## config.mk

```make
export PLATFORM = sky130hd
export DESIGN_NAME = vsfx_issue_ctrl
export DESIGN_NICKNAME = d
export VERILOG_FILES = /design/src/rtl/vsfx_issue_ctrl.sv
export SDC_FILE = /design/constraint.sdc
export NUM_CORES = 2
export LEC_CHECK = 0
export ABC_AREA = 0
export CORE_MARGIN = 1.5
export CORE_UTILIZATION = 54
export CTS_CLUSTER_DIAMETER = 30
export DETAILED_ROUTE_END_ITERATION = 16
export HOLD_SLACK_MARGIN = 0.1
export PLACE_DENSITY = 0.8
export SETUP_SLACK_MARGIN = 0.02
export SYNTH_ARGS = -nofsm -noshare
export SYNTH_HDL_FRONTEND = slang
export SYNTH_SLANG_ARGS = --single-unit
```

## constraint.sdc

```tcl
create_clock -name clk -period 14.73 [get_ports clk]
set_input_delay 1.473 -clock clk [delete_from_list [all_inputs] [get_ports clk]]
set_output_delay 1.473 -clock clk [all_outputs]
set_load 0.01 [all_outputs]
```

## src/rtl/vsfx_issue_ctrl.sv

```systemverilog
// Issue sequencer for the vsfx datapath: op FIFO, single-op-in-flight FSM,
// writeback port, sticky VSCR[SAT] and CR6 update. Optional perf counters: VSFX_CTRL_PERF_EN.
module vsfx_issue_ctrl #(
  parameter int unsigned DEPTH  = 4,
  parameter int unsigned TAG_W  = 5,
  parameter int unsigned DP_LAT = 1
) (
  input  logic               clk,
  input  logic               rst,
  input  logic               iss_valid,
  output logic               iss_ready,
  input  logic [7:0]         iss_ins,
  input  logic               iss_rc,
  input  logic [TAG_W-1:0]   iss_tag,
  input  logic [127:0]       iss_vra,
  input  logic [127:0]       iss_vrb,
  output logic               dp_en,
  output logic [7:0]         dp_ins,
  output logic [127:0]       dp_vra,
  output logic [127:0]       dp_vrb,
  input  logic [127:0]       dp_vrt,
  input  logic               dp_sat,
  input  logic [3:0]         dp_cr6,
  output logic               wb_valid,
  input  logic               wb_ready,
  output logic [127:0]       wb_vrt,
  output logic [TAG_W-1:0]   wb_tag,
  output logic               wb_err,
  output logic               wb_cr6_en,
  output logic [3:0]         wb_cr6,
  output logic               vscr_sat,
`ifdef VSFX_CTRL_PERF_EN
  input  logic               vscr_sat_clr,
  output logic [31:0]        perf_ops,
  output logic [31:0]        perf_stall
`else
  input  logic               vscr_sat_clr
`endif
);

  localparam int unsigned AW = $clog2(DEPTH);
  localparam int unsigned PW = AW + 1;
  // Last WAIT count value; unused when DP_LAT == 1 (capture happens in ISSUE).
  localparam logic [2:0] WAIT_LAST = (DP_LAT > 1) ? 3'(DP_LAT - 2) : 3'd0;

  localparam logic [7:0] OP_VADDSWS  = 8'h70;
  localparam logic [7:0] OP_VCMPEQUH = 8'h0B;

  typedef enum logic [1:0] {
    S_IDLE,
    S_ISSUE,
    S_WAIT,
    S_WB
  } state_t;

  state_t state, state_n;

  function automatic logic is_legal(input logic [7:0] op);
    case (op)
      8'h70, 8'h80, 8'hA9, 8'h0B, 8'h22: is_legal = 1'b1;
      default:                           is_legal = 1'b0;
    endcase
  endfunction

  // ---------------- issue FIFO ----------------
  logic [7:0]       q_ins [DEPTH];
  logic             q_rc  [DEPTH];
  logic [TAG_W-1:0] q_tag [DEPTH];
  logic [127:0]     q_vra [DEPTH];
  logic [127:0]     q_vrb [DEPTH];

  logic [PW-1:0] wr_ptr, rd_ptr;
  logic          fifo_full, fifo_empty;
  logic          push, pop;

  assign fifo_empty = (wr_ptr == rd_ptr);
  assign fifo_full  = (wr_ptr[AW] != rd_ptr[AW]) &&
                      (wr_ptr[AW-1:0] == rd_ptr[AW-1:0]);
  assign iss_ready  = !fifo_full;
  assign push       = iss_valid && !fifo_full;

  always_ff @(posedge clk) begin
    if (push) begin
      q_ins[wr_ptr[AW-1:0]] <= iss_ins;
      q_rc [wr_ptr[AW-1:0]] <= iss_rc;
      q_tag[wr_ptr[AW-1:0]] <= iss_tag;
      q_vra[wr_ptr[AW-1:0]] <= iss_vra;
      q_vrb[wr_ptr[AW-1:0]] <= iss_vrb;
    end
  end

  always_ff @(posedge clk or posedge rst) begin
    if (rst) begin
      wr_ptr <= '0;
      rd_ptr <= '0;
    end else begin
      if (push) wr_ptr <= wr_ptr + 1'b1;
      if (pop)  rd_ptr <= rd_ptr + 1'b1;
    end
  end

  // ---------------- control FSM ----------------
  logic [2:0] wait_cnt;
  logic       capt;
  logic       ill_wb;
  logic       wb_hs;

  assign wb_hs = wb_valid && wb_ready;

  always_ff @(posedge clk or posedge rst) begin
    if (rst) state <= S_IDLE;
    else     state <= state_n;
  end

  // Popping on the edge that enters ISSUE lets the registered operands be
  // valid in the same cycle dp_en is high.
  always_comb begin
    state_n = state;
    pop     = 1'b0;
    capt    = 1'b0;
    ill_wb  = 1'b0;
    case (state)
      S_IDLE: begin
        if (!fifo_empty) begin
          state_n = S_ISSUE;
          pop     = 1'b1;
        end
      end
      S_ISSUE: begin
        if (!is_legal(dp_ins)) begin
          ill_wb  = 1'b1;
          state_n = S_WB;
        end else if (DP_LAT == 1) begin
          capt    = 1'b1;
          state_n = S_WB;
        end else begin
          state_n = S_WAIT;
        end
      end
      S_WAIT: begin
        if (wait_cnt == WAIT_LAST) begin
          capt    = 1'b1;
          state_n = S_WB;
        end
      end
      S_WB: begin
        if (wb_hs) begin
          if (!fifo_empty) begin
            state_n = S_ISSUE;
            pop     = 1'b1;
          end else begin
            state_n = S_IDLE;
          end
        end
      end
      default: state_n = S_IDLE;
    endcase
  end

  always_ff @(posedge clk or posedge rst) begin
    if (rst) wait_cnt <= '0;
    else if (state == S_WAIT) wait_cnt <= wait_cnt + 3'd1;
    else wait_cnt <= '0;
  end

  // ---------------- datapath drive ----------------
  logic             cur_rc;
  logic [TAG_W-1:0] cur_tag;

  always_ff @(posedge clk or posedge rst) begin
    if (rst) begin
      dp_en   <= 1'b0;
      dp_ins  <= '0;
      dp_vra  <= '0;
      dp_vrb  <= '0;
      cur_rc  <= 1'b0;
      cur_tag <= '0;
    end else begin
      dp_en <= 1'b0;
      if (pop) begin
        dp_en   <= is_legal(q_ins[rd_ptr[AW-1:0]]);
        dp_ins  <= q_ins[rd_ptr[AW-1:0]];
        dp_vra  <= q_vra[rd_ptr[AW-1:0]];
        dp_vrb  <= q_vrb[rd_ptr[AW-1:0]];
        cur_rc  <= q_rc[rd_ptr[AW-1:0]];
        cur_tag <= q_tag[rd_ptr[AW-1:0]];
      end
    end
  end

  // ---------------- writeback / status ----------------
  logic cr6_hit;
  assign cr6_hit = (dp_ins == OP_VCMPEQUH) && cur_rc;

  always_ff @(posedge clk or posedge rst) begin
    if (rst) begin
      wb_valid  <= 1'b0;
      wb_vrt    <= '0;
      wb_tag    <= '0;
      wb_err    <= 1'b0;
      wb_cr6_en <= 1'b0;
      wb_cr6    <= '0;
    end else if (capt) begin
      wb_valid  <= 1'b1;
      wb_vrt    <= dp_vrt;
      wb_tag    <= cur_tag;
      wb_err    <= 1'b0;
      wb_cr6_en <= cr6_hit;
      wb_cr6    <= cr6_hit ? dp_cr6 : 4'd0;
    end else if (ill_wb) begin
      wb_valid  <= 1'b1;
      wb_vrt    <= '0;
      wb_tag    <= cur_tag;
      wb_err    <= 1'b1;
      wb_cr6_en <= 1'b0;
      wb_cr6    <= '0;
    end else if (wb_hs) begin
      wb_valid  <= 1'b0;
    end
  end

  // Set has priority over an mtvscr clear in the same cycle.
  always_ff @(posedge clk or posedge rst) begin
    if (rst)                                            vscr_sat <= 1'b0;
    else if (capt && (dp_ins == OP_VADDSWS) && dp_sat)  vscr_sat <= 1'b1;
    else if (vscr_sat_clr)                              vscr_sat <= 1'b0;
  end

`ifdef VSFX_CTRL_PERF_EN
  always_ff @(posedge clk or posedge rst) begin
    if (rst) begin
      perf_ops   <= '0;
      perf_stall <= '0;
    end else begin
      if (wb_hs)                  perf_ops   <= perf_ops + 32'd1;
      if (wb_valid && !wb_ready)  perf_stall <= perf_stall + 32'd1;
    end
  end
`endif

endmodule

```

==> summary.txt <==
Cells and area
  • P&R area growth vs syn: 34.9%
  • Final nets: 3,824
  • Share of cells above drive strength 1: 29.0%
  • Non-filler cells, final: 4,954

Power and ir drop
  • Logic pwr share: 27.1%
  • Power per standard cell area: 239 nW/um2
  • Switching Fraction: 29.3%
  • Pint: 0.0125 W
  • Leakage Power: 26.5 nW
  • Clk network pwr share: 36.0%
  • Reg power frac: 36.9%
  • Switching power total: 0.00516 W
  • VDD IR max: 0.000238 V

Logic synthesis
  • Seq/Total Area, Yosys: 78.8%
  • Yosys cell types: 38
  • Synth Instances: 2,394
  • Yosys reg bits: 1,503
  • Most instantiated library cell after synthesis: edfxtp_1
  • Synth top area share: 59.4%
  • Mean Syn Cell Area: 22.8 um2
  • Post-synth net total: 2,814
  • Asr flop ratio synth: 28.1%
  • Synth area leaders: edfxtp_1 59%, dfrtp_1 19%, mux4_2 11%, mux2_2 5.7%, a22o_1 2.1%
  • Post-synth top cells: 1,080 x edfxtp_1, 423 x dfrtp_1, 277 x mux2_2
  • Area leader, netlist: edfxtp_1
  • Post-synthesis cell area: 54,600 um2
  • Commonest register cell after synthesis: edfxtp_1
  • Post-synth EDFFs: 1,080
  • Synth warn: 0

Die
  • Top Ports: 815
  • Row cnt: 116
  • Die height: 321 um
  • DIE WIDTH: 321 um
  • Die ar.: 103,000 um2
  • Initial core utilization: 54.5%
  • Total core area: 100,000 um2

Setup path
  • Top Family by Delay on Critical Path: buffers and inverters
  • Slowest cell on crit path: dfrtp_4
  • CP required: 15.17 ns
  • Crit path top cell by count: buf_4
  • Crit path cell chain: xor2_1 > nor2_1 > nand2_1 > and3_4 > buf_4 > buf_4 > buf_4
  • Buf/Inv on CP: 3
  • CP max stage delay: 1.03 ns
  • RR Endpoint: q_vrb[2][92]
  • Worst Path Max Fanout: 60
  • CP endpoint kind: flip-flop
  • Reg2Reg Depth: 7
  • Crit path DAT: 5.84 ns
  • CP Launch Point: rd_ptr[0]
  • Reg2reg start: rd_ptr[0]
  • CP endpoint: q_vrb[2][92]
  • Crit Path Category: flip-flop to flip-flop
  • WP depth: 7
  • CP Launch Type: flip-flop
  • Setup slack, reg-to-reg: 9.33 ns

Global routing
  • Vias in the first global route: 32,201
  • Largest net degree at the start of global routing: 171
  • First-pass GRT wire length: 217,000 um
  • GRT overflow: 0
  • Initial antenna violation count: 50
  • GRT Overall Usage: 29.1%

Clock network
  • Clk slew on worst S/H paths: 0.05 ns
  • Post-CTS Setup Repair Bufs: 0
  • CTS buffer count: 282
  • H-tree levels: 5
  • Clock sink count: 1,503
  • Clk root buf: clkbuf_16
  • Post-cts resize count: 0
  • Cts-stage hold buffer count: 0
  • Skew-Pair Late Insertion Delay: 0.86 ns
  • Clk buf depth: 4
  • CTS tree: yes

Timing
  • FMAX: 0.185 GHz
  • Tmin final: 5.40 ns
  • Worst Tran Pin Value: 1.30 ns
  • Hold_ws: 0.471 ns
  • Final period util: 36.7%
  • RSZ-0062 raised after global routing: no
  • Final hold violations: 0
  • Final setup vio count: 0
  • Pins Over Slew Limit: 0
  • Post-Route Setup TNS: 0 ns
  • Worst slew margin relative to its limit: 13.0%
  • Clock Skews: 0.0678 ns

Placed design
  • PortBufs: 814
  • Placed insts: 4,418
  • GPL Wtd Cong: 0.851
  • Hpwl dp: 85,200 um

Route
  • Via-to-Cell Ratio: 5.95
  • First DRT Iteration DRCs: 2,352
  • Routed len/inst: 30.4 um
  • Routed Wire Length: 150,000 um
  • # DRC: 0
  • Total number of vias: 29,458
  • Initial DRT Pass Iterations: 5
  • Detail Route Antenna Nets: 0

Hold path
  • Hold Path Class: flip-flop to flip-flop

Flow run
  • Max-cap violations: 0

Status
  • Status: completed
[how the worst min path moves through the flow]
stage,from,endpoint,depth (start not counted)
after global routing,wait_cnt[0],wait_cnt[0],1
after floorplan,wait_cnt[0],wait_cnt[0],1
after global placement,wait_cnt[0],wait_cnt[0],1
after detailed placement,wait_cnt[0],wait_cnt[0],1
after CTS,wait_cnt[0],wait_cnt[0],1
final,wait_cnt[0],wait_cnt[0],1
[cells in the final DEF, fill, tap and decap left out, types with 6 or more instances in the layout]
master and instances:
mux2_2 277, dfrtp_1 421, nor2_1 7, inv_1 12, clkinv_1 10, bufinv_16 30, a22o_1 129, clkinvlp_4 31
ha_1 12, xor2_1 6, clkbuf_8 13, clkinv_4 28, diode_2 40, clkbuf_16 288, clkinv_2 31, mux4_2 270
edfxtp_1 1080, inv_6 27, clkdlybuf4s50_1 814, clkbuf_1 30, buf_4 28
[sequential cells by signal (all words and copies together), names as in the netlist, 2 cells and up]
register,count
q_ins,32
dp_ins,8
wb_vrt,128
wb_cr6,4
rd_ptr,3
wr_ptr,3
q_tag,20
q_rc,4
wait_cnt,3
wb_tag,5
q_vra,512
state,2
q_vrb,512
dp_vra,128
dp_vrb,128
cur_tag,5
[per-stage QoR]
| step | area (um2) | total power, W | setup WS (ns) | util [%] |
|---|---|---|---|---|
| detailed placement | 64100 | 0.0112 | 8.87 | 64.0 |
| finish | 73600 | 0.0176 | 9.33 | 73.5 |
| global route | 73600 | 0.0182 | 9.02 | 73.5 |
| CTS | 73500 | 0.0177 | 9.28 | 73.4 |
| floorplan | 54600 | 0.00922 | 1.48 | - |
| global placement | 64100 | 0.0110 | 8.93 | 64.0 |
[cells by family (layout without fill, tap and decap cells)]
kind of cell             Yosys count  count (layout)  share of synthesized area [%]
adder cells (fa/ha/maj)           12              12                          0.275
AO/OA/AOI/OAI                    152             152                           2.41
XOR/XNOR                           8               8                          0.128
flip-flops                      1503            1503                           78.8
AND/OR/NAND/NOR                   39              39                          0.415
multiplexers                     547             547                           16.9
other                              0              40                              0
buffers and inverters            133            1355                           1.12
[power groups by stage]
stage / sequential (W) / clock [W] / combinational, W
final: 0.00650 / 0.00635 / 0.00477
after global routing: 0.00659 / 0.00660 / 0.00501
after CTS: 0.00650 / 0.00640 / 0.00481
after detailed placement: 0.00649 / 0 / 0.00468
after global placement: 0.00641 / 0 / 0.00458
after floorplan: 0.00669 / 0 / 0.00253
[routing by layer]
layer  vias up  part of all wire, %  GRT usage [%]
li1      11951                    -              -
met3       458                  8.4           9.00
met5         -                 0.12              0
met4        26                  7.1           20.6
met1     15403                   33           31.8
met2      1620                   51           48.6
[cell type report]
cell class                      count  area (um2)
Sequential cell                  1503       43000
Fill cell                        5334       26500
Antenna cell                       40         100
Clock inverter                    165        1910
Tap cell                         1298        1620
Timing Repair Buffer              846        8440
Multi-Input combinational cell    758       11000
Clock buffer                      331        7500
Inverter                           13        56.3
Note: power is estimated with default switching activity, not from simulation.
